**src/rtl/beat_timing_gen.sv**
```systemverilog
// Beat/phase sequencer: rotates T1..T3 phases within W1..W3 beats, honouring the
// controller's SHORT/LONG/STOP requests, with console start, stepping and a cycle counter.
module beat_timing_gen #(
   parameter int unsigned CYC_W = 8
) (
   input  logic             clk,
   input  logic             clr,
   input  logic             qd,
   input  logic             step,
   input  logic             short,
   input  logic             long,
   input  logic             stop,
   output logic [2:0]       t,
   output logic [2:0]       w,
   output logic             run,
   output logic [CYC_W-1:0] cyc
);

   typedef enum logic [0:0] {StHalt, StExec} state_e;

   state_e     state;
   // Set when QD was low at the previous edge; cleared by reset so a QD already
   // high at reset release cannot start the machine.
   logic       qd_low;
   logic [2:0] w_nxt;
   logic       done;
   logic       beat_end;

   assign beat_end = (t == 3'b100);

   always_comb begin
      w_nxt = 3'b001;
      done  = 1'b0;
      case (w)
         3'b001: begin
            if (short) begin
               w_nxt = 3'b001;
               done  = 1'b1;
            end else begin
               w_nxt = 3'b010;
            end
         end
         3'b010: begin
            if (long) begin
               w_nxt = 3'b100;
            end else begin
               w_nxt = 3'b001;
               done  = 1'b1;
            end
         end
         default: begin
            w_nxt = 3'b001;
            done  = 1'b1;
         end
      endcase
   end

   always_ff @(posedge clk) begin
      if (!clr) begin
         state  <= StHalt;
         t      <= 3'b000;
         w      <= 3'b001;
         run    <= 1'b0;
         cyc    <= '0;
         qd_low <= 1'b0;
      end else begin
         qd_low <= ~qd;
         case (state)
            StHalt: begin
               if (qd && qd_low) begin
                  state <= StExec;
                  run   <= 1'b1;
                  t     <= 3'b001;
               end
            end
            StExec: begin
               if (beat_end) begin
                  w <= w_nxt;
                  if (done) begin
                     cyc <= cyc + 1'b1;
                  end
                  if (stop || (done && step)) begin
                     state <= StHalt;
                     run   <= 1'b0;
                     t     <= 3'b000;
                  end else begin
                     t <= 3'b001;
                  end
               end else begin
                  t <= {t[1:0], 1'b0};
               end
            end
            default: begin
               state <= StHalt;
               run   <= 1'b0;
               t     <= 3'b000;
            end
         endcase
      end
   end

endmodule

```
**config.mk**
```make
export PLATFORM = sky130hd
export DESIGN_NAME = beat_timing_gen
export DESIGN_NICKNAME = d
export VERILOG_FILES = /design/src/rtl/beat_timing_gen.sv
export SDC_FILE = /design/constraint.sdc
export NUM_CORES = 1
export LEC_CHECK = 0
export BUFFER_PORTS_ARGS = -buffer_cell sky130_fd_sc_hd__buf_4
export CAP_MARGIN = 10
export CORE_UTILIZATION = 44
export DETAILED_ROUTE_END_ITERATION = 12
export GPL_TIMING_DRIVEN = 0
export PLACE_DENSITY = 0.78
export REMOVE_ABC_BUFFERS = 1
export SYNTH_ARGS = -nofsm -noshare
export SYNTH_HDL_FRONTEND = slang
export SYNTH_SLANG_ARGS = --single-unit
```
**constraint.sdc**
```tcl
create_clock -name clk -period 5.4 [get_ports clk]
set_clock_uncertainty 0.15 [all_clocks]
set_input_delay 1.08 -clock clk [delete_from_list [all_inputs] [get_ports clk]]
set_output_delay 1.08 -clock clk [all_outputs]
set_load 0.02 [all_outputs]
```
# Word level (Yosys, flattened, before mapping)
# Cells that the tools add are included.
# classes
bitwise_logic,2
addsub,1
n_mux,18
n_reduce_logical,6
eq_ne,6
# op_table
cell,n
$pmux 3 s2,2
$mux 1,9
$mux 3,3
$add 8x1->8 const B,1
$pmux 1 s2,3
$reduce_and 3->1,2
$ne 2x1->1 const B,2
$eq 3x1->1 const B,1
$eq 3x2->1 const B,1
$eq 3x3->1 const B,1
$logic_and 1x1->1,2
$mux 2,1
$ne 2x2->1 const B,1
$not 1->1,2
$reduce_and 2->1,1
$logic_or 1x1->1,1
# word_totals
wordCells,39
out_inout_bits,15
register_bits,17
inputBits,7

# Logic depth before layout (Yosys ltp)
# Gate-level depths: netlist (run 1).
# logic_depth
depth_word,7
ltp_mapped,6
mapped_depth_nobuf,5

# Worst setup path after synthesis (run 1)
# No wires, ideal clock.
# synth_path
path_kind,in2reg
start,in long
end,reg cyc[7]
cell_stages,5
arrival_time_ns,2.182
n_path_buf,1
t_required_ns,5.135
setup_time_ns,0.115
setup_slack_ns,2.953
path_cell_list,nor4bb_1 -> or3_4 -> clkbuf_8 -> o31a_1 -> o21a_1
# synth_via
elab_chain_cells,3
# synth_rtl
element,line,text
start: declaration,11,"input logic long,"
$mux 1,44,if (long) begin
$pmux 1 s2,34,case (w)
$reduce_and 3->1 (no source line),n/a,
end signal: assignment,80,cyc <= cyc + 1'b1;
end: declaration,16,output logic [CYC_W-1:0] cyc
# No other way between the ends.
# A chain may end at the register's enable or synchronous reset.

# Final worst setup path (run 1)
# layout_path
start,in long
end,reg cyc[6]
# Same word-level chain as after synthesis.

==> results of run 1 <==
through the flow:
stage / total power [mW] / utilization, % / worst slack [ps]
2_1_floorplan: 0.1372 / - / 2927
3_3_place_gp: 0.1439 / 57.95 / 2768
3_5_place_dp: 0.1440 / 57.95 / 2707
4_1_cts: 0.2088 / 59.74 / 2994
5_1_grt: 0.2165 / 59.74 / 2955
6_report: 0.2072 / 59.74 / 2991
routing by layer:
metal  global-route usage, %  wire (microns)  vias to the layer above
li1                        -               -                      347
met3                   3.830              58                        2
met2                   24.55             645                       11
met5                       0               0                        -
met4                   3.636              13                        0
met1                   21.96             727                      321
power by group:
group          leakage, nW  switching [mW]  total, mW  internal [mW]
registers            0.138         0.00151      0.128          0.127
logic                0.220         0.00654     0.0126        0.00610
clock network       0.0177          0.0387     0.0661         0.0274
cells in the final DEF (no fill, tap or decap), drive strengths merged:
cell     count
o31ai        3
clkinv       1
o21ai        3
nand3        4
buf         21
a21oi        7
nand3b       1
nand4bb      1
nor2        12
inv          5
nand2        5
clkbuf       3
xnor2        1
mux2i        1
or3          2
nand2b       1
dfxtp       17
nor4b        1
nor3         1
o31a         2
or4          3
nor4bb       1
nand4        1
xor2         1
a22oi        2
a31oi        1
nor4         3
o21a         1
ha           1
cells in the mapped netlist (all sizes together):
cell type	n	share of area (%)
a21oi	7	4.7
a22oi	2	2.0
a31oi	1	0.85
buf	1	0.68
clkbuf	2	2.4
dfxtp	17	46
ha	1	1.7
inv	5	2.5
mux2i	1	1.4
nand2	5	2.5
nand2b	1	0.85
nand3	4	2.7
nand3b	1	1.0
nand4	1	0.85
nand4bb	1	1.5
nor2	12	6.1
nor3	1	0.68
nor4	3	2.5
nor4b	1	1.2
nor4bb	1	1.4
o21a	1	1.0
o21ai	3	2.0
o31a	2	2.4
o31ai	3	3.1
or3	2	2.4
or4	3	3.1
xnor2	1	1.2
xor2	1	1.2
critical path, stage by stage:
cell and delay (ps):
buf_4 110, nor4bb_1 160, or3_4 420, or4_1 530, a21oi_1 160
flip-flops by register name (all words and copies together) (netlist names):
register	count
qd_low	1
w	3
t	3
cyc	8
run	1
state	1
cells by family (layout without fill, tap and decap cells):
logic type	after synthesis	count (layout)	synth area share, %
adder cells (fa/ha/maj)	1	1	1.695
XOR/XNOR	2	2	2.373
AND/OR/NAND/NOR	36	36	26.78
multiplexers	1	1	1.356
buffers and inverters	8	30	5.592
flip-flops	17	17	46.10
AO/OA/AOI/OAI	19	19	16.10
area by class of cell:
type                            count  area, sq um  share of cell area, %
Clock buffer                        3        22.52                  2.446
Clock inverter                      1        5.005                 0.5435
Inverter                            5        18.77                  2.038
Multi-Input combinational cell     59        356.6                  38.72
Sequential cell                    17        340.3                  36.96
Tap cell                           16        20.02                  2.174
Timing Repair Buffer               21        157.7                  17.12
worst min-delay path by stage:
stage,start,end,slack (ps),cells after the start
after floorplan,state,t[0],360,1
after global placement,run,run,320,2
after detailed placement,run,run,330,2
after CTS,run,run,360,2
after global routing,cyc[5],cyc[5],400,2
final,run,run,360,2
==> results.md, run 1 <==
Clock network:
- The TritonCTS clock tree is yes.
- After clock tree synthesis, the setup repair step added 0 buffers.
- The number of gates resized after CTS was 0.
- The clock input transition at the sequential cells of the worst setup and hold paths is 100 ps.
- For this design, the sink count on the clock tree is 17.
- The number of H-tree branching levels is 1.
- The number of buffers between clock root and the deepest sink is 2.
- CTS placed an instance of clkbuf_4 at the clock tree root.
- The number of buffers added by the clock tree synthesis step is 3.
- For the worst-skew pair, the clock arrives at the later sink with an insertion delay of 280 ps.
- In this run, post-CTS hold repair placed 0 buffers.

Worst setup path:
- The most critical setup path has its endpoint at cyc[6].
- The worst register-to-register path ends at cyc[6].
- The source of the critical timing path is long.
- The worst setup path is captured at a register.
- For the worst setup path, the data required time is 5460 ps.
- The data arrival time of the critical path is around 2500 ps.
- STA classifies the critical path startpoint as a primary input.
- The reg-to-reg critical path startpoint is state.
- The worst setup path is of the primary input to register kind.
- The number of cell instances on the worst register-to-register path is 4.
- The slack of the worst reg-to-reg path is 3120 ps.
- The largest fanout of any net on the critical path is 13.

Drt:
- The number of design rule violations left after detail routing is 0.
- Dividing the detail-routed via count by the number of cells gives 5.582.
- The wire length reported by the detailed router is 1444 microns.
- The count of nets left with antenna violations once routing finished came out at 0.
- For this run, the detailed router's first-pass iteration total came to 4.
- The count of vias placed by the detailed router is 681.
- After the first detailed-routing iteration, the DRC count stood at 15.
- The routed length per instance is between 10 and 15 microns.

Worst hold path:
- The class of the most critical hold timing path is register to register.

GRT:
- The wire length of the first global-routing pass is 2270 microns.
- In the global route stage, overall resource usage came out at 15.73%.
- The via count of the first global-routing pass is 565.
- The largest net degree at the start of global routing is 15.
- The final global-route overflow total is 0.
- The number of antenna violations at the first check in global routing came to 0.

Timing:
- The count of pins over their slew limit came to 0.
- Headroom to the max-slew limit came out at 64.56%.
- Hold is met by roughly 360 ps.
- Setup violations remaining at the end of the flow were counted as 0.
- Summed over all failing endpoints, the final setup total negative slack is 0 ps.
- The maximum clock frequency is 0.4151 GHz.
- The number of failing hold endpoints at the final stage is 0.
- The share of the clock period used by the worst path after layout is ~45%.
- Setup repair after global routing left no endpoint under its margin.
- The actual slew at the worst max-slew pin is 524.4 ps.
- The post-route minimum period is 2409 ps.

Status:
- The run finished with clean final reports.

Floorplanning:
- The standard cell core area is 1541 sq um.
- Row generation in the floorplan step produced 14 rows.
- The floorplan die height is 42.96 microns.
- The floorplan step defined a die boundary enclosing 1846 sq um.
- The starting density of the core is 47.89%.
- The top-level port count is 22.
- The floorplan die width is roughly 43 microns.

Logic synthesis:
- A synthesized cell averages 8.788 sq um.
- Synthesis inferred 17 register bits.
- After synthesis the cells add up to 738.2 sq um.
- Synthesis handed over a netlist of 84 instances.
- The number of distinct library cells after synthesis is 30.
- During synthesis, Yosys emitted a total of 0 warnings.
- The sequential-to-total area share from yosys stat is 46.10%.

Placement:
- Counting tap cells, the placed design contains a total of 118 instances.
- The congestion estimate from routability-driven global placement came to 0.7527.
- Port buffering added 21 buffers.
- The total half-perimeter wirelength after legalization and detailed placement is 1057 microns.
- The placed instances occupy a cell area of between 800 and 900 sq um.

Pwr:
- The power per standard cell area is 225.0 nW/um^2.
- IR analysis of the VDD net gives a maximum drop of 0.2430 mV.
- In this run the static leakage power is 0.3757 nW.

Finish:
- The finished cells cover slightly above 900 sq um.
- The filler cells instantiated in the layout total 148.
- Compared with the post-synthesis result, the final layout area differs by 24.75%.
- The number of standard cells in the final layout excluding fillers is 122.
- The repair_antennas step left the layout with diodes totalling 0.
- The ratio of cells with drive above 1 in the final layout is 24.53%.
- The net count of the finished layout is roughly 120.

Run:
- The total of max-cap violations is 0.
Note: power is estimated with default switching activity, not from simulation.
==> run 2, diff against run 1 <==
--- a/config.mk
+++ b/config.mk
@@ -7,10 +7,10 @@
 export LEC_CHECK = 0
 export BUFFER_PORTS_ARGS = -buffer_cell sky130_fd_sc_hd__buf_4
 export CAP_MARGIN = 10
-export CORE_UTILIZATION = 44
+export CORE_UTILIZATION = 43
 export DETAILED_ROUTE_END_ITERATION = 12
 export GPL_TIMING_DRIVEN = 0
-export PLACE_DENSITY = 0.78
+export PLACE_DENSITY = 0.79
 export REMOVE_ABC_BUFFERS = 1
 export SYNTH_ARGS = -nofsm -noshare
 export SYNTH_HDL_FRONTEND = slang
==> constraint.sdc (replaced) <==
create_clock -name clk -period 2 [get_ports clk]
set_clock_uncertainty 0.15 [all_clocks]
set_input_delay 0.4 -clock clk [delete_from_list [all_inputs] [get_ports clk]]
set_output_delay 0.4 -clock clk [all_outputs]
set_load 0.02 [all_outputs]
==> run 2 against run 1 <==
  * The flow now finishes with violations (DRC)
  * Die area increased by 2.2%
  * Clock-buffer cell count increased by 1
  * Highest routed layer unchanged
  * First-iteration DRC count unchanged
  * Critical path depth is the same
==> results.md, run 2 (synthesis gave the netlist of run 1 again) <==
GRT:
- The via count of the first global-routing pass is 617.
- In the global route stage, overall resource usage came out at a little under a fifth.
- The largest net degree at the start of global routing is 15.
- The first global-routing pass estimated 2628 microns of wire.
- The total overflow left after global routing is 0.
- The number of antenna violations at the first check in global routing is 0.

Clock network:
- The root buffer cell is clkbuf_4.
- The clock sink count is 17.
- After clock tree synthesis, the clock-pin slew on the worst setup and hold paths is 90 ps.
- For the worst-skew pair, the clock arrives at the later sink with an insertion delay of about 290 ps.
- CTS built an H-tree with a depth of 1.
- The count of hold buffers inserted by post-cts repair is 0.
- In this run, CTS created clock tree buffers numbering 3.
- The TritonCTS clock tree is yes.
- No sink is reached through more buffers than the 2 on the longest clock path.

Drt:
- The number of design rule violations left after detail routing is 2.
- The number of antenna-violating nets in the routed design is 0.
- The wire length reported by the detailed router is around 1500 microns.
- The count of TritonRoute iterations in the first routing pass is 8.
- The violation count after the first detailed-route iteration is 15.
- The per-cell via count in the routed design is 5.508.
- The count of vias placed by the detailed router is 694.
- Dividing the detail-routed wire length by the instance count gives 12.28 microns.

Timing:
- The final setup violation count is 0.
- Setup repair after global routing left no endpoint under its margin.
- The post-route minimum period is 1887 ps.
- The number of failing hold endpoints at the final stage came to 0.
- The setup TNS is 0 ps.
- The maximum clock frequency is 0.5300 GHz.
- The count of pins over their slew limit is 0.
- The headroom to the max-slew limit is around two thirds.
- After layout, the worst path uses 94.35% of the clock period.
- The actual slew at the worst max-slew pin is 500.4 ps.

Worst setup path:
- STA puts the critical path data arrival time at 1960 ps.
- Of all nets on the critical path, the largest fanout is 6.
- The biggest cell delay along the critical path is 380 ps.
- The critical path goes through nand4bb_4, or3_4, buf_4, or3_1, a21oi_1.
- The slowest stage of the critical path is the or3_4 cell.
- STA classifies the critical path startpoint as a register.
- The critical path start-end classification is register to register.
- The data required time of the worst path is ~2100 ps.
- STA classifies the critical path endpoint as a register.
- In this run the register-to-register setup slack is 110 ps.

Run:
- The tool flagged a number of max-cap violations equal to 0.

Floorplanning:
- For this design the top-level I/O count stands at 22.
- From left edge to right edge, the die measures approximately 43 microns.
- The total number of placement rows is 14.
- The die footprint is 1887 sq um.
- The floorplan step set the die height to approximately 43 microns.
- The standard cell core area is 1559 sq um.
- The starting density of the core is between 40% and 50%.

Finish:
- The final net count is 119.
- Leaving out fill and tap cells, the most frequent cells in the layout are buf_4, dfxtp_1, nor2_1.
- The largest registers in the layout are cyc: 8 flops, t: 3 flops, w: 3 flops.
- The most common cell after layout, fill and taps aside is buf_4.
- The filler cell count in the final layout is 143.
- The ratio of cells with drive above 1 in the final layout is ~28%.
- More flip-flops sit in one register than any other, and that register is cyc.
- The area added between synthesis and finish is 31.02%.
- The flip-flop count of the largest register, all copies and words added is 8.
- The antenna diode instance count is 0.
- After routing the design area is 967.2 sq um.

Status:
- The run finished, with violations left.
- The final reports fail on DRC.

Placement:
- The total half-perimeter wirelength after legalization and detailed placement is 1009 microns.
- Port buffering added 21 buffers.
- The congestion estimate from routability-driven global placement came to 0.7587.
- In this run the cell area measured after placement is 893.4 sq um.

Worst hold path:
- The min-delay analysis places its worst path in the category primary input to register.

Pwr:
- The power per standard cell area is 580.5 nW/um^2.
- VDD sags by at most 0.3197 mV.
- The leakage dissipation is 0.3911 nW.
run 2: metal layers:
layer / part of all wire, % / track usage [%]
met4: 2.5 / 11.25
met1: 44 / 24.87
met3: 4.6 / 2.500
met5: 0 / 0
met2: 49 / 28.79
run 2: area by class of cell:
| type | count | area (sq um) | area share (%) |
|---|---|---|---|
| well taps | 16 | 20.02 | 2.070 |
| clock buffers | 4 | 26.28 | 2.717 |
| inverters | 5 | 18.77 | 1.940 |
| repair buffers | 25 | 187.7 | 19.40 |
| flip-flops and latches | 17 | 341.6 | 35.32 |
| multi-input cells | 59 | 372.9 | 38.55 |
run 2: timing repair:
action / CTS / global route
resized for setup: 2 / 1
buffers inserted: 3 / 1
endpoints found under the setup margin: 5 / 4
endpoints found under the hold margin: 0 / 0
pin swaps: 1 / 1
run 2: path summary, 6_finish.rpt:
path / from / to / cells after the start
worst max-delay path: t[0] / cyc[3] / 5
worst min-delay path: qd / qd_low / 2
worst max register to register: t[0] / cyc[3] / 5
worst min register to register: run / run / 2
run 2: critical path: cells and delay by family (launching register included):
family | cells | cell delay, ps
compound gates | 1 | 140
buf+inv | 1 | 170
flops | 1 | 360
simple gates | 3 | 990
run 2: where the power goes:
group	leakage (nW)	switching (mW)	internal, mW	total (mW)
registers	0.138	0.00517	0.343	0.348
clock network	0.0150	0.101	0.0776	0.179
logic	0.238	0.0176	0.0171	0.0347
run 2: through the flow:
step / setup slack, ps / power, mW / hold slack [ps] / utilization (%) / cells
after floorplan: -98.43 / 0.3704 / 321.8 / - / 81
after global placement: -170.0 / 0.3885 / 323.0 / 57.30 / 118
after detailed placement: -206.3 / 0.3891 / 335.3 / 57.30 / 118
after CTS: 64.29 / 0.5642 / 138.9 / 61.48 / 125
after global routing: 0.3730 / 0.5803 / 148.5 / 62.04 / 126
final: 113.1 / 0.5614 / 136.0 / 62.04 / 126
==> run 3, diff against run 2 <==
--- a/config.mk
+++ b/config.mk
@@ -5,8 +5,10 @@
 export SDC_FILE = /design/constraint.sdc
 export NUM_CORES = 1
 export LEC_CHECK = 0
+export ABC_CLOCK_PERIOD_IN_PS = 2000
 export BUFFER_PORTS_ARGS = -buffer_cell sky130_fd_sc_hd__buf_4
 export CAP_MARGIN = 10
+export CORE_ASPECT_RATIO = 1.25
 export CORE_UTILIZATION = 43
 export DETAILED_ROUTE_END_ITERATION = 12
 export GPL_TIMING_DRIVEN = 0
==> run 3 against run 2 <==
  * The run now ends clean
  * Non-clock buffer count stayed put
  * Worst hold slack improved by 6.8 ps
  * Clock power rose by 3%
  * Critical path depth shrank 1
  * Fmax increased by 0.22%
  * Sequential share of layout area decreased by 0.053 points
  * Clock-buffer cell count fell by 1
  * Cell count increased by 1.6%
  * Utilization down 0.57 points
  * Largest power group unchanged
==> results.md, run 3 (synthesis gave the netlist of run 1 again) <==
Status:
- The flow ran to the end, and the final reports show no timing, DRC or antenna violations.

Worst setup path:
- The startpoint identified for the worst register-to-register timing path is t[0].
- The worst register-to-register path ends at cyc[5].
- The data required time of the worst path is approximately 2100 ps.
- The worst register-to-register path has a setup slack of ~120 ps.
- For the worst setup path, the data arrival time is a little under 2000 ps.
- The kind of end point of the critical path is a register.
- In this run the worst path has a maximum fanout of 7.
- The number of cell instances on the worst register-to-register path is 4.
- The critical path start-end classification is register to register.
- The last element of the critical path is cyc[5].
- STA classifies the critical path startpoint as a register.
- The source of the critical timing path is t[0].

GRT:
- The global-route met3 utilization is 2.752%.
- Global routing consumed, on the met1 layer, 24.78% of the routing resources.
- The most heavily used metal layer in global routing is met2.
- The via count of the first global-routing pass is 644.
- The wire length of the first global-routing pass is 2691 microns.
- Global routing used 19.75% of the available tracks across all layers.
- Entering global routing, the biggest net connects 15 pins.
- Global routing used a little under a third of the available met2 tracks.
- The number of antenna violations at the first check in global routing is 0.
- The final global-route overflow total is 0.

Drt:
- Detailed routing inserted a total of 730 vias.
- The per-cell via count in the routed design is 5.703.
- The number of antenna-violating nets in the routed design is 0.
- The number of design rule violations left after detail routing is 0.
- The count of TritonRoute iterations in the first routing pass is 4.
- In this run, the number of DRC markers left after iteration 0 of detailed routing was 7.
- The wire length reported by the detailed router is 1637 microns.
- The routed length per instance is 12.79 microns.

Finish:
- The antenna diode instance count is 0.
- The area added between synthesis and finish is 31.69%.
- The largest registers in the layout are cyc: 8 flops, t: 3 flops, w: 3 flops.
- The post-route standard cell area excluding fillers is 972.2 sq um.
- The final net count is 119.
- Leaving out fill and tap cells, the most frequent cells in the layout are buf_4, dfxtp_1, nor2_1.
- The register with the most flip-flops in the layout has 8 of them.
- The filler cell count in the final layout is between 150 and 200.
- The ratio of cells with drive above 1 in the final layout is 30.00%.
- Leaving out fill and tap cells, the most frequent cell in the layout is buf_4.
- Ranked by flip-flop count, first place goes to cyc.

Timing:
- The headroom to the max-slew limit is 65.72%.
- The maximum clock frequency is about 0.53 GHz.
- The count of pins over their slew limit is 0.
- The share of the clock period used by the worst path after layout is 94.14%.
- The number of failing hold endpoints at the final stage is 0.
- The post-route minimum period is around 1900 ps.
- The actual slew at the worst max-slew pin is 507.3 ps.
- Setup violations remaining at the end of the flow were counted as 0.
- Setup repair after global routing left no endpoint under its margin.

Floorplanning:
- The top-level port count is 22.
- The die is 48.33 microns tall.
- The floorplan die width is 39.06 microns.
- The die footprint is around 1900 sq um.
- The total number of placement rows is 16.
- The initial utilization of the core area, before any placement, comes to 46.68%.
- The standard cell core area is 1582 sq um.

Clock network:
- The TritonCTS clock tree is yes.
- The number of buffers added by the clock tree synthesis step is 3.
- Hold repair after CTS inserted 0 buffers.
- The root buffer cell is clkbuf_4.
- The clock input transition at the sequential cells of the worst setup and hold paths is 110 ps.
- The worst-skew pair later-pin latency is around 300 ps.
- The number of buffers between clock root and the deepest sink is 2.
- CTS saw 17 sinks.
- In this run the number of H-tree levels came out at 1.

Placement:
- In this run the tool buffered the top-level ports with 21 buffer cells.
- The post-place instance area is ~900 sq um.
- The weighted congestion at the end of routability-driven global placement is just under 0.7.
- Summed over all nets, the half-perimeter wirelength after detailed placement is 1137 microns.

Pwr:
- The worst-case IR drop observed on VDD is 0.3832 mV.
- Dividing total power by cell area gives a power density of 583.7 nW/um^2.
- The leakage dissipation is 0.3944 nW.
- The post-route total power is 567.4 uW.

Worst hold path:
- The min-delay analysis places its worst path in the category primary input to register.

Run:
- The tool flagged a number of max-cap violations equal to 0.
==> run 3: cell types whose count changed in the layout (fill, tap and decap cells not counted), sizes merged <==
| cell | previous run | this run |
|---|---|---|
| clkbuf | 4 | 3 |
| clkinv | 0 | 1 |
==> run 3: what timing repair did <==
item / in CTS / in global routing
resized for setup: 2 / 2
buffers inserted: 3 / 1
pin swaps: 1 / 1
setup endpoints to repair: 5 / 4
==> run 3: layout make-up <==
class                           instances  area (sq um)  area share [%]
Inverter                                5         18.77           1.931
Sequential cell                        17         342.8           35.26
Clock buffer                            3         22.52           2.317
Timing Repair Buffer                   25         187.7           19.31
Clock inverter                          1         5.005          0.5148
Multi-Input combinational cell         59         372.9           38.35
Tap cell                               18         22.52           2.317
==> run 3: how the worst min path moves through the flow <==
stage,from,to,slack (ps),depth (start not counted)
2_1_floorplan,clr,w[0],320,1
3_3_place_gp,cyc[6],cyc[6],320,2
3_5_place_dp,run,run,340,2
4_1_cts,qd,qd_low,130,2
5_1_grt,qd,qd_low,140,2
6_report,qd,qd_low,140,2
==> run 3: power by group <==
part,internal (mW),switching (mW)
sequential,0.343,0.00495
clock,0.0744,0.110
combinational,0.0172,0.0181
total,0.435,0.133
==> run 3: critical path, cell delays in order, from the launching register on <==
cell and delay, ps:
dfxtp_1 360, nand4bb_4 250, or3_4 390, or4_1 510, a21oi_1 150
==> run 3: metal layers <==
layer | up-vias | wire length (microns) | share of wire, %
li1 | 354 | - | -
met1 | 352 | 689 | 42
met2 | 20 | 851 | 52
met3 | 4 | 69 | 4.2
met4 | 0 | 26 | 1.6
met5 | - | 0 | 0
==> run 3: metrics by stage <==
step	TNS, ps	hold WS [ps]	setup WS [ps]	cells	util (%)
after floorplan	-196.9	321.8	-98.43	81	-
after global placement	-321.9	322.9	-152.2	120	56.65
after detailed placement	-353.7	340.1	-157.6	120	56.65
after CTS	0	132.5	52.00	127	60.84
after global routing	0	138.6	4.575	128	61.47
final	0	142.8	117.2	128	61.47
